[config.mk]
export PLATFORM = sky130hd
export DESIGN_NAME = life_vga_renderer
export DESIGN_NICKNAME = d
export VERILOG_FILES = /design/src/rtl/life_vga_renderer.sv
export SDC_FILE = /design/constraint.sdc
export NUM_CORES = 2
export LEC_CHECK = 0
export BUFFER_PORTS_ARGS = -buffer_cell sky130_fd_sc_hd__buf_2
export CORE_MARGIN = 2
export CORE_UTILIZATION = 28
export DETAILED_ROUTE_END_ITERATION = 12
export GPL_ROUTABILITY_DRIVEN = 0
export PLACE_DENSITY_LB_ADDON = 0.25
export SYNTH_ARGS = -nofsm -noshare
export SYNTH_HDL_FRONTEND = slang
export SYNTH_SLANG_ARGS = --single-unit
[constraint.sdc]
create_clock -name clk -period 5 [get_ports clk]
set_clock_uncertainty 0.1 [all_clocks]
set_input_delay 0.25 -clock clk [delete_from_list [all_inputs] [get_ports clk]]
set_output_delay 0.25 -clock clk [all_outputs]
set_load 0.02 [all_outputs]
[src/rtl/life_vga_renderer.sv]
// Purpose: VGA timing generator that draws a 32x32 Game of Life grid as a block of square cells, framed
//          by a per-frame snapshot of grid_pack. The snapshot and frame_tick both occur at the start of vertical blanking.
// Latency: the registered outputs show pixel (hcnt,vcnt) for one pixel period, starting at the pix_ce that advances past it.
// Backpressure: none; the block free-runs and grid_pack is sampled only at the snapshot point.
// Ports: clk, resetn (sync, active-low), grid_pack[1023:0] (bit row*32+col, row 0 at bottom),
//        hsync/vsync (active-low), de, rgb[11:0] {R,G,B} (zero outside de), frame_tick (1-clk pulse).
module life_vga_renderer #(
    parameter int          PIX_DIV    = 2,
    parameter int          CELL_SHIFT = 3,
    parameter int          X0         = 192,
    parameter int          Y0         = 112,
    parameter logic [11:0] ALIVE_RGB  = 12'hFFF,
    parameter logic [11:0] DEAD_RGB   = 12'h111,
    parameter int          H_VIS      = 640,
    parameter int          H_FP       = 16,
    parameter int          H_SYNC     = 96,
    parameter int          H_BP       = 48,
    parameter int          V_VIS      = 480,
    parameter int          V_FP       = 10,
    parameter int          V_SYNC     = 2,
    parameter int          V_BP       = 33
) (
    input  logic          clk,
    input  logic          resetn,
    input  logic [1023:0] grid_pack,
    output logic          hsync,
    output logic          vsync,
    output logic          de,
    output logic [11:0]   rgb,
    output logic          frame_tick
);

    localparam int DIV_W = (PIX_DIV > 1) ? $clog2(PIX_DIV) : 1;
    localparam logic [DIV_W-1:0] DIV_LAST = DIV_W'(PIX_DIV - 1);
    localparam int WIN = 32 << CELL_SHIFT;

    localparam logic [9:0]  H_LAST   = 10'(H_VIS + H_FP + H_SYNC + H_BP - 1);
    localparam logic [9:0]  HS_FIRST = 10'(H_VIS + H_FP);
    localparam logic [9:0]  HS_LAST  = 10'(H_VIS + H_FP + H_SYNC - 1);
    localparam logic [9:0]  H_VIS_L  = 10'(H_VIS);
    localparam logic [9:0]  V_LAST   = 10'(V_VIS + V_FP + V_SYNC + V_BP - 1);
    localparam logic [9:0]  VS_FIRST = 10'(V_VIS + V_FP);
    localparam logic [9:0]  VS_LAST  = 10'(V_VIS + V_FP + V_SYNC - 1);
    localparam logic [9:0]  V_VIS_L  = 10'(V_VIS);
    localparam logic [9:0]  V_SNAP   = 10'(V_VIS - 1);
    localparam logic [9:0]  WX_LO    = 10'(X0);
    localparam logic [9:0]  WY_LO    = 10'(Y0);
    // Window ends are exclusive and kept one bit wider so X0+WIN may reach 1024.
    localparam logic [10:0] WX_HI    = 11'(X0 + WIN);
    localparam logic [10:0] WY_HI    = 11'(Y0 + WIN);

    logic [DIV_W-1:0] div_q, div_d;
    logic [9:0]       hcnt_q, hcnt_d;
    logic [9:0]       vcnt_q, vcnt_d;
    logic [1023:0]    snap_q, snap_d;
    logic             hsync_q, hsync_d;
    logic             vsync_q, vsync_d;
    logic             de_q, de_d;
    logic [11:0]      rgb_q, rgb_d;
    logic             tick_q, tick_d;

    logic             pix_ce;
    logic             line_end;
    logic             snap_pt;
    logic             visible;
    logic             in_win;
    logic [9:0]       hoff, voff;
    logic [9:0]       hcell, vcell;
    logic [9:0]       cell_idx;
    logic             cell_on;
    logic             unused_cell_hi;

    // Only the low 5 bits of the cell coordinates can be non-zero inside the window.
    assign unused_cell_hi = ^{hcell[9:5], vcell[9:5]};

    always_comb begin
        pix_ce   = (div_q == DIV_LAST);
        div_d    = pix_ce ? '0 : div_q + DIV_W'(1);
        line_end = (hcnt_q == H_LAST);
        snap_pt  = pix_ce && line_end && (vcnt_q == V_SNAP);
        visible  = (hcnt_q < H_VIS_L) && (vcnt_q < V_VIS_L);
        in_win   = (hcnt_q >= WX_LO) && ({1'b0, hcnt_q} < WX_HI) &&
                   (vcnt_q >= WY_LO) && ({1'b0, vcnt_q} < WY_HI);

        // Offsets are only meaningful once the window test has passed.
        hoff     = '0;
        voff     = '0;
        if (in_win) begin
            hoff = hcnt_q - WX_LO;
            voff = vcnt_q - WY_LO;
        end
        hcell    = hoff >> CELL_SHIFT;
        vcell    = voff >> CELL_SHIFT;
        // Screen y grows downward while row 0 is the bottom row, so flip the row.
        cell_idx = {5'd31 - vcell[4:0], hcell[4:0]};
        cell_on  = snap_q[cell_idx];

        hcnt_d   = hcnt_q;
        vcnt_d   = vcnt_q;
        hsync_d  = hsync_q;
        vsync_d  = vsync_q;
        de_d     = de_q;
        rgb_d    = rgb_q;
        snap_d   = snap_pt ? grid_pack : snap_q;
        tick_d   = snap_pt;

        if (pix_ce) begin
            if (line_end) begin
                hcnt_d = '0;
                vcnt_d = (vcnt_q == V_LAST) ? '0 : vcnt_q + 10'd1;
            end else begin
                hcnt_d = hcnt_q + 10'd1;
            end
            hsync_d = !((hcnt_q >= HS_FIRST) && (hcnt_q <= HS_LAST));
            vsync_d = !((vcnt_q >= VS_FIRST) && (vcnt_q <= VS_LAST));
            de_d    = visible;
            rgb_d   = (visible && in_win) ? (cell_on ? ALIVE_RGB : DEAD_RGB) : 12'h000;
        end
    end

    always_ff @(posedge clk) begin
        if (!resetn) begin
            div_q   <= '0;
            hcnt_q  <= '0;
            vcnt_q  <= '0;
            snap_q  <= '0;
            hsync_q <= 1'b1;
            vsync_q <= 1'b1;
            de_q    <= 1'b0;
            rgb_q   <= 12'h000;
            tick_q  <= 1'b0;
        end else begin
            div_q   <= div_d;
            hcnt_q  <= hcnt_d;
            vcnt_q  <= vcnt_d;
            snap_q  <= snap_d;
            hsync_q <= hsync_d;
            vsync_q <= vsync_d;
            de_q    <= de_d;
            rgb_q   <= rgb_d;
            tick_q  <= tick_d;
        end
    end

    assign hsync      = hsync_q;
    assign vsync      = vsync_q;
    assign de         = de_q;
    assign rgb        = rgb_q;
    assign frame_tick = tick_q;

endmodule
==> flow_metrics.env <==
export IMPL_highest_layer="met5"
export IMPL_slew_limit_headroom=0.2363
export IMPL_dr_pass1_iters=8
export IMPL_worstMarginPinSlew_ps=1145
export IMPL_dp_cells=8795
export IMPL_grt_pass1_wl_um=346700
export IMPL_dp_hpwl_um=168300
export IMPL_pwr_share_seq=0.438
export IMPL_gr_total_overflow=0
export IMPL_yosys_area_top_type="dfxtp_1"
export IMPL_cts_max_level=3
export IMPL_critPathMaxFanout=61
export IMPL_hold_path_class="primary input to flip-flop"
export IMPL_fin_crit_sh=0.9164
export IMPL_coreArea_um2=160600
export IMPL_fp_dieH_um=405.9
export IMPL_yosysWarningCount=0
export IMPL_final_max_slew_viol_count=0
export IMPL_intPower_mw=14.66
export IMPL_comb_power_share=0.072
export IMPL_design_die_area_um2=164800
export IMPL_vias=52730
export IMPL_synth_edf_count=0
export IMPL_layout_cells_non_filler=10070
export IMPL_wl_met3_um=16830
export IMPL_cp_slowest_cell="a2111oi_1"
export IMPL_syn2layout_area_growth_pct=47.77
export IMPL_crit_arrival_ps=5170
export IMPL_leakage_nw=23.59
export IMPL_syn_nets=7046
export IMPL_critical_path_top_delay_family="compound AO/OA/AOI/OAI gates"
export IMPL_drive_above_1_share=0.1846
export IMPL_start_util=0.2817
export IMPL_power_density_nw_per_um2=285.8
export IMPL_clkLatencyLatePin_ps=760
export IMPL_yosys_top_cells_count="2143 x nand2_1, 1106 x a21oi_1, 1051 x dfxtp_1, 363 x clkbuf_1, 161 x o21ai_0"
export IMPL_post_route_util=0.4163
export IMPL_p_sw_frac=0.2327
export IMPL_antenna_found_initial=37
export IMPL_yosysSeqAreaShare=0.4651
export IMPL_grt_use_total=0.2854
export IMPL_setup_viol=0
export IMPL_async_reset_ff_frac=0
export IMPL_setup_tns_ps=0
export IMPL_vdd_ir_drop_max_mv=0.2720
export IMPL_wirelength_um=248100
export IMPL_fin_crit_ps=4582
export IMPL_ys_types=79
export IMPL_worst_setup_path_type="flip-flop to flip-flop"
export IMPL_holdWs_ps=165.8
export IMPL_crit_top_cell="a311oi_1"
export IMPL_cts_tree="done"
export IMPL_post_cts_setup_buffer_count=0
export IMPL_viasPerCell=5.235
export IMPL_path_clk_slew_ps=70
export IMPL_cpPeakStageDelay_ps=630
export IMPL_path_cells="ha_1, a211o_1, and4_4, buf_12, o211ai_1, a211oi_1, o32ai_1, a2111oi_1, o21ai_0, a31oi_1, a311oi_1, buf_4, a311oi_1"
export IMPL_dieWidth_um=405.9
export IMPL_power_mw=19.11
export IMPL_wl_met1_um=102700
export IMPL_cts_buffer_depth=3
export IMPL_hold_viol=0
export IMPL_cp_num_buf_inv=2
export IMPL_cp_start_kind="flip-flop"
export IMPL_synthTopCellsByArea="dfxtp_1 47%, nand2_1 18%, a21oi_1 12%"
export IMPL_synth_top_flop_cell="dfxtp_1"
export IMPL_rsz0062_at_grt="false"
export IMPL_dr_wl_met2_um=113000
export IMPL_drc_errors=0
export IMPL_rows=147
export IMPL_power_frac_clock=0.490
export IMPL_yosysTopAreaCellShare=0.4651
export IMPL_crit_required_ps=5590
export IMPL_cts_sinks=1051
export IMPL_root_buffer="clkbuf_16"
export IMPL_grt_max_degree=212
export IMPL_grt_pass1_vias=51640
export IMPL_switchingPower_mw=4.445
export IMPL_fmax_ghz=0.2182
export IMPL_cts_made_buffers=121
export IMPL_synth_area_um2=45240
export IMPL_yosysMostFrequentCell="nand2_1"
export IMPL_status="completed"
export IMPL_ys_ff_latch=1051
export IMPL_synthCells=6009
export IMPL_ios=1042
export IMPL_io_buffers=1041
export IMPL_antenna_left=0
export IMPL_avgSynthCellArea_um2=7.528
export IMPL_fin_nets=8820
export IMPL_routedWlPerCell_um=24.63
export IMPL_cap_violations=0
export IMPL_crit_path_end_kind="flip-flop"
export IMPL_drt_iter0_drc=5431
==> final cells by class <==
class | instances | area, um^2
repair buffers | 2197 | 16840
diodes | 25 | 62.56
clock buffers | 180 | 3641
fillers | 16090 | 93720
clock inverters | 48 | 566.8
flip-flops and latches | 1051 | 21050
inverters | 19 | 83.83
well taps | 2160 | 2703
multi-input cells | 4393 | 21890
==> sequential cells by signal, indices dropped and copies added, names as in the netlist <==
register and count:
de 1, div_q 1, frame_tick 1, hcnt_q 10
hsync 1, rgb 2, snap_q 1024, vcnt_q 10
vsync 1
==> power groups by stage <==
stage	logic [mW]	clock network (mW)	registers, mW
2_1_floorplan	0.128	0	8.56
3_5_place_dp	0.689	0	8.56
5_1_grt	1.43	9.84	8.37
4_1_cts	1.33	9.48	8.38
6_report	1.38	9.35	8.38
3_3_place_gp	0.696	0	8.56
==> layout by cell type, fill, tap and decap left out, types with 14 or more instances in the layout <==
cell and n:
a21oi_1 1106, mux2_2 24, clkbuf_1 21, o21ai_0 160, o22ai_1 94, clkinv_2 25
nor3_1 47, o221ai_1 94, inv_1 14, buf_4 100, clkbuf_16 122, diode_2 25
dfxtp_1 1047, mux2i_1 85, dlygate4sd3_1 1025, buf_12 31, nor4_1 16, nor2_1 134
nand4_1 16, a211oi_1 30, o211ai_1 44, clkbuf_8 37, nand2_1 2140, buf_2 1041
a31oi_1 24, nand3_1 33, a221oi_1 103
==> layer usage <==
metal / up-vias / GRT usage
met2: 2607 / 0.4576
li1: 24200 / -
met4: 12 / 0.1651
met5: - / 0
met3: 724 / 0.04236
met1: 25190 / 0.3645
==> metrics by stage <==
stage | area, um^2 | worst slack (ps)
after global placement | 52310 | 295.7
after global routing | 66830 | 56.01
after detailed placement | 52310 | 177.8
after CTS | 66780 | 157.2
after floorplan | 45240 | 1836
final | 66840 | 417.9
==> worst paths after layout <==
kind,slack [ps],to,from,cells after the start
hold reg to reg,350,snap_q[684],snap_q[684],2
setup / recovery,420,rgb[10],vcnt_q[5],13
hold / removal,170,snap_q[620],grid_pack[620],4
setup reg to reg,420,rgb[10],vcnt_q[5],13
==> repair_timing <==
item                                   4_1_cts  5_1_grt
endpoints found under the hold margin     1042        0
resized for setup                            0        1
setup endpoints to repair                    0        1
hold buffers                              1025        0
==> kinds of logic (layout without fill, tap and decap cells) <==
family | Yosys count | after routing | share of synthesized area
AO/OA/AOI/OAI | 1784 | 1784 | 0.2315
XOR/XNOR | 20 | 20 | 0.003872
adder cells (fa/ha/maj) | 11 | 11 | 0.003042
buffers and inverters | 565 | 2444 | 0.05377
flip-flops | 1051 | 1051 | 0.4651
multiplexers | 120 | 120 | 0.03026
other | 0 | 25 | 0
AND/OR/NAND/NOR | 2458 | 2458 | 0.2124
==> worst register-to-register path, cell delays in order (launching register included) <==
cell	delay [ps]
dfxtp_1	520
ha_1	380
a211o_1	230
and4_4	490
buf_12	340
o211ai_1	220
a211oi_1	280
o32ai_1	150
a2111oi_1	630
o21ai_0	160
a31oi_1	510
a311oi_1	110
buf_4	170
a311oi_1	220
(Power assumes the default switching activity.)
